--- src/rtl/mem_arbiter_pkg.sv ---
// Shared types and constants for the instruction/data memory bus arbiter.
package mem_arbiter_pkg;

    typedef enum logic [1:0] {
        ARB_IDLE,
        ARB_REQ,
        ARB_RESP
    } arb_state_t;

    typedef enum logic {
        OWN_I,
        OWN_D
    } arb_owner_t;

    localparam logic [3:0] ARB_FETCH_BE = 4'hF;

    // Saturating increment for the data grant streak counter.
    function automatic logic [3:0] streak_next(input logic [3:0] cur, input logic [3:0] max);
        return (cur >= max) ? max : cur + 4'd1;
    endfunction

endpackage

--- src/rtl/mem_arbiter.sv ---
// Arbitrates one memory bus between instruction fetch and load/store, one
// transaction at a time, with data priority, a fetch anti-starvation streak and a response timeout.
module mem_arbiter
    import mem_arbiter_pkg::*;
#(
    parameter int D_STREAK_MAX = 4,
    parameter int TIMEOUT      = 255
) (
    input  logic        clk,
    input  logic        rst_n,
    input  logic        i_req,
    input  logic [31:0] i_addr,
    output logic [31:0] i_rdata,
    output logic        i_ready,
    input  logic        d_req,
    input  logic        d_we,
    input  logic [3:0]  d_be,
    input  logic [31:0] d_addr,
    input  logic [31:0] d_wdata,
    output logic [31:0] d_rdata,
    output logic        d_ready,
    output logic        bus_req,
    output logic        bus_we,
    output logic [3:0]  bus_be,
    output logic [31:0] bus_addr,
    output logic [31:0] bus_wdata,
    input  logic        bus_gnt,
    input  logic        bus_rvalid,
    input  logic [31:0] bus_rdata,
    output logic        busy,
    output logic        err_timeout
);

    localparam logic [3:0] STREAK_MAX   = 4'(D_STREAK_MAX);
    localparam logic [7:0] TIMEOUT_LAST = 8'(TIMEOUT - 1);
    localparam bit         TIMEOUT_EN   = (TIMEOUT != 0);

    arb_state_t state;
    arb_owner_t owner;
    logic [3:0] streak;
    logic [7:0] tcnt;
    logic       discard;

    logic i_elig;
    logic d_elig;
    logic grant_i;
    logic grant_d;
    logic owner_req;
    logic drop_now;
    logic timed_out;

    // A requester whose ready pulses this cycle is still holding its old request, so mask it.
    assign i_elig    = i_req && !i_ready;
    assign d_elig    = d_req && !d_ready;
    assign grant_i   = i_elig && (!d_elig || (streak == STREAK_MAX));
    assign grant_d   = d_elig && !grant_i;
    assign owner_req = (owner == OWN_D) ? d_req : i_req;
    assign drop_now  = discard || !owner_req;
    assign timed_out = TIMEOUT_EN && !bus_rvalid && (tcnt == TIMEOUT_LAST);

    always_ff @(posedge clk or negedge rst_n) begin
        if (!rst_n) begin
            state       <= ARB_IDLE;
            owner       <= OWN_I;
            streak      <= '0;
            tcnt        <= '0;
            discard     <= 1'b0;
            i_rdata     <= '0;
            i_ready     <= 1'b0;
            d_rdata     <= '0;
            d_ready     <= 1'b0;
            bus_req     <= 1'b0;
            bus_we      <= 1'b0;
            bus_be      <= '0;
            bus_addr    <= '0;
            bus_wdata   <= '0;
            busy        <= 1'b0;
            err_timeout <= 1'b0;
        end else begin
            i_ready <= 1'b0;
            d_ready <= 1'b0;
            case (state)
                ARB_IDLE: begin
                    discard <= 1'b0;
                    tcnt    <= '0;
                    if (grant_d) begin
                        bus_req   <= 1'b1;
                        bus_we    <= d_we;
                        bus_be    <= d_be;
                        bus_addr  <= d_addr;
                        bus_wdata <= d_wdata;
                        owner     <= OWN_D;
                        streak    <= i_req ? streak_next(streak, STREAK_MAX) : 4'd0;
                        state     <= ARB_REQ;
                        busy      <= 1'b1;
                    end else if (grant_i) begin
                        bus_req   <= 1'b1;
                        bus_we    <= 1'b0;
                        bus_be    <= ARB_FETCH_BE;
                        bus_addr  <= i_addr;
                        bus_wdata <= '0;
                        owner     <= OWN_I;
                        streak    <= '0;
                        state     <= ARB_REQ;
                        busy      <= 1'b1;
                    end
                end
                ARB_REQ: begin
                    if (!owner_req) begin
                        discard <= 1'b1;
                    end
                    if (bus_gnt) begin
                        bus_req <= 1'b0;
                        tcnt    <= '0;
                        state   <= ARB_RESP;
                    end
                end
                ARB_RESP: begin
                    if (!owner_req) begin
                        discard <= 1'b1;
                    end
                    // An abandoned transaction still finishes on the bus but is never reported.
                    if (bus_rvalid) begin
                        state <= ARB_IDLE;
                        busy  <= 1'b0;
                        if (!drop_now) begin
                            if (owner == OWN_D) begin
                                d_ready <= 1'b1;
                                if (!bus_we) begin
                                    d_rdata <= bus_rdata;
                                end
                            end else begin
                                i_ready <= 1'b1;
                                i_rdata <= bus_rdata;
                            end
                        end
                    end else if (timed_out) begin
                        state       <= ARB_IDLE;
                        busy        <= 1'b0;
                        err_timeout <= 1'b1;
                        if (!drop_now) begin
                            if (owner == OWN_D) begin
                                d_ready <= 1'b1;
                                if (!bus_we) begin
                                    d_rdata <= '0;
                                end
                            end else begin
                                i_ready <= 1'b1;
                                i_rdata <= '0;
                            end
                        end
                    end else begin
                        tcnt <= tcnt + 8'd1;
                    end
                end
                default: begin
                    state   <= ARB_IDLE;
                    busy    <= 1'b0;
                    bus_req <= 1'b0;
                end
            endcase
        end
    end

endmodule

--- config.mk ---
export PLATFORM = sky130hd
export DESIGN_NAME = mem_arbiter
export DESIGN_NICKNAME = d
export VERILOG_FILES = /design/src/rtl/mem_arbiter_pkg.sv /design/src/rtl/mem_arbiter.sv
export SDC_FILE = /design/constraint.sdc
export NUM_CORES = 1
export LEC_CHECK = 0
export ABC_CLOCK_PERIOD_IN_PS = 2800
export CORE_ASPECT_RATIO = 1.25
export CORE_MARGIN = 8
export CORE_UTILIZATION = 40
export DETAILED_ROUTE_END_ITERATION = 16
export GPL_TIMING_DRIVEN = 0
export PLACE_DENSITY = 0.76
export SLEW_MARGIN = 20
export SYNTH_ARGS = -nofsm -noshare
export SYNTH_HDL_FRONTEND = slang
export SYNTH_SLANG_ARGS = --single-unit
--- constraint.sdc ---
create_clock -name clk -period 2.8 [get_ports clk]
set_input_delay 0.28 -clock clk [delete_from_list [all_inputs] [get_ports clk]]
set_output_delay 0.28 -clock clk [all_outputs]
set_load 0.03 [all_outputs]
Word level (Yosys, flattened, before mapping)
Cells that the tools add are included.
{"block": "word_totals", "register_bits": 154, "latch_bits": 0, "ram_bits": 0, "rom_bits": 0, "input_bits": 139, "out_inout_bits": 138, "elab_cells": 121, "n_memories": 0}
{"block": "classes", "n_addsub": 2, "n_mul": 0, "div": 0, "n_lt_le_gt_ge": 1, "n_eq_ne": 12, "shifts": 0, "n_mux": 57, "n_bitwise": 5, "n_reduce_logical": 28}
{"operator": "32-bit 2-to-1 mux", "n": 18}
{"operator": "4-bit 2-to-1 mux", "n": 6}
{"operator": "8-bit 2-to-1 mux", "n": 3}
{"operator": "8-bit one-hot mux with 3 select lines", "n": 1}
{"operator": "1-bit 2-to-1 mux", "n": 20}
{"operator": "2-bit != test (second input constant)", "n": 6}
{"operator": "3-bit AND reduction", "n": 4}
{"operator": "2-bit 2-to-1 mux", "n": 5}
{"operator": "8-bit by 1-bit adder with 8-bit output (second input constant)", "n": 1}
{"operator": "8-bit == test (second input constant)", "n": 1}
{"operator": "4-bit AND reduction", "n": 2}
{"operator": "1-bit logical NOT", "n": 6}
{"operator": "3-bit != test (second input constant)", "n": 2}
{"operator": "1-bit one-hot mux with 3 select lines", "n": 2}
{"operator": "2-bit one-hot mux with 3 select lines", "n": 1}
{"operator": "6-bit AND reduction", "n": 1}
{"operator": "2-bit nonzero test", "n": 3}
{"operator": "1-bit logical AND", "n": 5}
{"operator": "1-bit NOT", "n": 5}
{"operator": "4-bit by 1-bit adder with 4-bit output (second input constant)", "n": 1}
{"operator": "4-bit by 3-bit == test with 1-bit output (second input constant)", "n": 1}
{"operator": "4-bit by 3-bit >= comparator with 1-bit output (second input constant)", "n": 1}
{"operator": "2-bit AND reduction", "n": 2}
{"operator": "3-bit nonzero test", "n": 1}
{"operator": "6 further kinds", "n": 7}

Depth between registers and ports, before layout
{"block": "depth", "depth_word": 9, "depth_mapped": 8, "mapped_depth_nobuf": 6}

Worst setup path after synthesis
Ideal clock, no wire load.
{"block": "synth_path", "kind": "register -> register", "start": "register state[0]", "end": "register state[1]", "setup_ps": 125, "t_arrival_ps": 1636, "required_ps": 2675, "path_slack_ps": 1039, "stages_incl_launch_ff": 8, "path_buffers": 1, "period_less_slack_ps": 1761, "cell_sequence": "dfrtp_1 -> inv_1 -> ha_1 -> buf_2 -> nor2b_1 -> a21boi_2 -> a211oi_1 -> mux2_2"}
{"block": "synth_between", "elab_chain_cells": 3, "elab_cells_between_ends": 8, "cone_classes": "eq/ne (5); mux (1); reduce/logical (2)"}
{"item": "start, declared", "line": "mem_arbiter.sv:38", "source": "arb_state_t state;"}
{"item": "start signal, assigned", "line": "mem_arbiter.sv:63", "source": "state <= ARB_IDLE;"}
{"item": "start signal, assigned", "line": "mem_arbiter.sv:94", "source": "state <= ARB_REQ;"}
{"item": "start signal, assigned", "line": "mem_arbiter.sv:104", "source": "state <= ARB_REQ;"}
{"item": "2-bit == test, or another cell as far along", "line": "mem_arbiter.sv:82", "source": "case (state)"}
{"item": "3-bit != test (no line) or 2-bit != test (tied branches)"}
{"item": "3-bit AND reduction (no line)"}
Several ways; a longest one is shown, not always the timed one.
A chain may end at the register's enable or synchronous reset.

Worst setup path in the final report
{"block": "layout_path", "start": "register state[0]", "end": "register d_rdata[28]"}
{"block": "layout_between", "elab_chain_cells": 2}
{"item": "2-bit == test", "line": "mem_arbiter.sv:82"}
{"item": "6-bit AND reduction (no line)"}
{"item": "end signal, assigned", "line": "mem_arbiter.sv:130", "source": "d_rdata <= bus_rdata;"}
{"item": "end, declared", "line": "mem_arbiter.sv:20", "source": "output logic [31:0] d_rdata,"}
No other way between the ends.

==> results.md <==
* Status: completed
* CP Launch Type: register
* Root Buffer: clkbuf_16
* Synth warn at 0
* Leakage power at 0.00441 uW
* CTS tree: yes
* Hold WS at 0.442 ns
* Netlist cell types at 51
* Crit Path Category: reg -> reg
* Fmax at 505 MHz
* Tot Pwr at 11,900 uW
* Layout cell share with drive strength beyond 1 at 0.107
* Min Tclk post-route at 1.98 ns
* Asr flop ratio synth at 1.00
* Top_reg_cell synth: dfrtp_1
* Fillcell total at 1,248
* Starting Density at 0.403
* Routed Antenna Nets at 0
* Clock Pin Slew Worst Setup and Hold Paths at 0.07 ns
* Worst Path Arrival at 2.27 ns
* Vias in the first global route at 5,896
* Final Wtd Congestion at 0.851
* Final number of hold-violating endpoints at 0
* DRT iter0 DRCs at 372
* Critical R2R Capture: d_rdata[28]$_DFFE_PN0P_
* Pwr dens at 1180 nW/um^2
* Sink Count at 154
* Worst hold stages at 2
* Largest net degree at the start of global routing at 86
* Vias at 5,481
* Rows at 52
* Reg-to-reg startpoint: state[0]$_DFFE_PN0P_
* Crit path largest cell delay at 0.43 ns
* Min-Delay Path Class: in -> reg
* Slowest-stage cell, CP: dfrtp_1
* Worst skew pair latency at 0.42 ns
* Cell Chain, Critical Path: inv_1 > ha_1 > buf_2 > nand4b_1 > nor2_2 > nand2_2 > buf_2 > a32o_1
* Area of the core at 15,900 sq um
* Die Ht at 158 microns
* Routed wire per std cell at 21.0 microns
* Initial antenna violation count at 0
* Pre-antenna DRT Iters at 4
* Worst Path Max Fanout at 10
* Avg Vias per Cell at 5.38
* CP top delay family: simple AND/OR/NAND/NOR gates
* Post-synth EDFFs at 0
* H-tree levels at 4
* Port-buffer cells at 276
* R2R Setup Slk at 0.82 ns
* Post-DP HPWL at 16,900 microns
* Cell mode on critical path: buf_2
* Maximum clock path buffer count at 2
* Area of the multi-input gates at 2280 sq um
* Worst VDD drop at 0.638 mV
* Seq/Total Area, Yosys at 0.601
* Pins over their slew limit at 0
* Worst Tran Pin Value at 0.652 ns
* Die Area at 20,400 sq um
* Worst rel slew slack at 0.565
* Postcts setup bufs at 0
* Worst Path Required at 3.09 ns
* Tot GR Track Use at 0.208
* Cts bufs inserted at 17
* DRT Wirelength at 21,400 microns
* Critical path endpoint: d_rdata[28]$_DFFE_PN0P_
* Fin crit share at 0.707
* Reg2Reg Depth at 8
* Crit path buffers/inverters at 3
* Die W at 129 microns
* Register area at 3850 sq um
* Mapped cell area at 6420 sq um
* Diodes inserted at 0
* Post-CTS resize count at 0
* Layout net count at 938
* Critical Path Stages at 8
* Post-synthesis register bit count at 154
* Area growth, synth to finish at 57.7%
* Final Setup Violations at 0
* CP Launch Point: state[0]$_DFFE_PN0P_
* Mapped Avg Cell Area at 13.0 sq um
* RSZ-0062 raised after global routing: false
* Mapped Cells at 493
* Critical Path Sink Type: register
* Remaining Overflow, GRT at 0
* Max-Cap Viols at 0
* Top Ports at 277
* Synth Net Count at 641
* # DRC at 0
* First-pass GRT wire length at 32,400 microns
* Final setup skew at 0.0133 ns
==> cell families after synthesis <==
family / count (synthesis) / synth area share
xor gates and xnor gates: 1 / 0.00137
AOI/OAI and AO/OA: 165 / 0.221
DFF: 154 / 0.601
buffers and inverters: 51 / 0.0433
muxes: 34 / 0.0532
adders and majority gates: 9 / 0.0176
and+or+nand+nor: 79 / 0.0634
==> stage by stage <==
step	setup TNS (ns)	setup slack [ns]	std cells	util	instance area (sq um)
2_1_floorplan	0	1.04	493	-	6420
3_3_place_gp	-684.35	-4.46	985	0.593	9450
3_5_place_dp	0	0.482	986	0.595	9480
4_1_cts	0	0.773	1019	0.635	10100
5_1_grt	0	0.621	1019	0.635	10100
6_report	0	0.819	1019	0.635	10100
==> layout make-up <==
cell class | instances | area share
buffer | 40 | 0.0234
clock buffer | 17 | 0.0420
clock inverter | 15 | 0.0199
inverter | 11 | 0.00408
multi-input combinational | 288 | 0.226
sequential | 154 | 0.381
tap | 216 | 0.0267
timing repair buffer | 278 | 0.277
==> cells in the mapped netlist, drive strengths merged (2+ instances only) <==
cell type  instances  share of area
a21oi              3         0.0023
a22o              33          0.045
a31oi              3         0.0029
a32o              64           0.10
and2               2         0.0019
and2b              2         0.0023
and3               2         0.0027
buf               28          0.030
clkbuf            12         0.0070
dfrtp            154           0.60
ha                 9          0.018
inv               11         0.0064
mux2i             33          0.051
nand2             44          0.027
nand3              5         0.0039
nand3b             2         0.0023
nand4              2         0.0019
nand4b             2         0.0051
nor2               5         0.0033
nor2b              3         0.0029
nor3               6         0.0047
o211ai             3         0.0035
o21ai             40          0.040
o22a               4         0.0055
o22ai              2         0.0019
o311ai             2         0.0027
o32a               3         0.0047
==> registers in the layout, summed over array words and instances (netlist names), 2 cells and up <==
register,flops
bus_be,4
d_rdata,32
tcnt,8
bus_wdata,32
i_rdata,32
state,2
streak,4
bus_addr,32
==> routing by layer <==
metal  vias up  global-route usage  part of all wire  routed length (microns)
li1       2484                   -                 -                        -
met1      2692               0.236              0.39                     8350
met3        22              0.0853              0.11                     2290
met2       283               0.349              0.49                    10500
met4         0              0.0617             0.015                      320
met5         -                   0                 0                        0
==> what timing repair did <==
action / CTS / global route
setup endpoints to repair: 0 / 0
endpoints found under the hold margin: 84 / 0
hold buffers: 1 / 0
==> worst min-delay path by stage <==
stage                                        from  slack [ns]                      end
after floorplan                             rst_n       -0.02  bus_addr[0]$_DFFE_PN0P_
after global placement    err_timeout$_DFFE_PN0P_        0.45  err_timeout$_DFFE_PN0P_
after detailed placement                    rst_n        0.32  i_rdata[28]$_DFFE_PN0P_
after CTS                                 d_be[0]        0.43    bus_be[0]$_DFFE_PN0P_
after global routing                      d_be[0]        0.44    bus_be[0]$_DFFE_PN0P_
final                                     d_be[0]        0.44    bus_be[0]$_DFFE_PN0P_
==> cells in the final DEF, fill, tap and decap left out, drive strengths merged, types with 3 or more instances in the layout <==
master / instances
a21oi: 3
a22o: 33
a31oi: 3
a32o: 64
buf: 30
clkbuf: 29
clkdlybuf4s50: 275
clkinv: 6
dfrtp: 154
ha: 9
inv: 18
mux2i: 33
nand2: 44
nand3: 5
nor2: 5
nor2b: 3
nor3: 6
o211ai: 3
o21ai: 40
o22a: 4
o32a: 3
==> where the power goes <==
group	internal, uW	switching, uW
clock network	1300	1070
registers	3150	589
logic	2510	3280
total	6960	4940
Power figures use the tool's default switching activity.
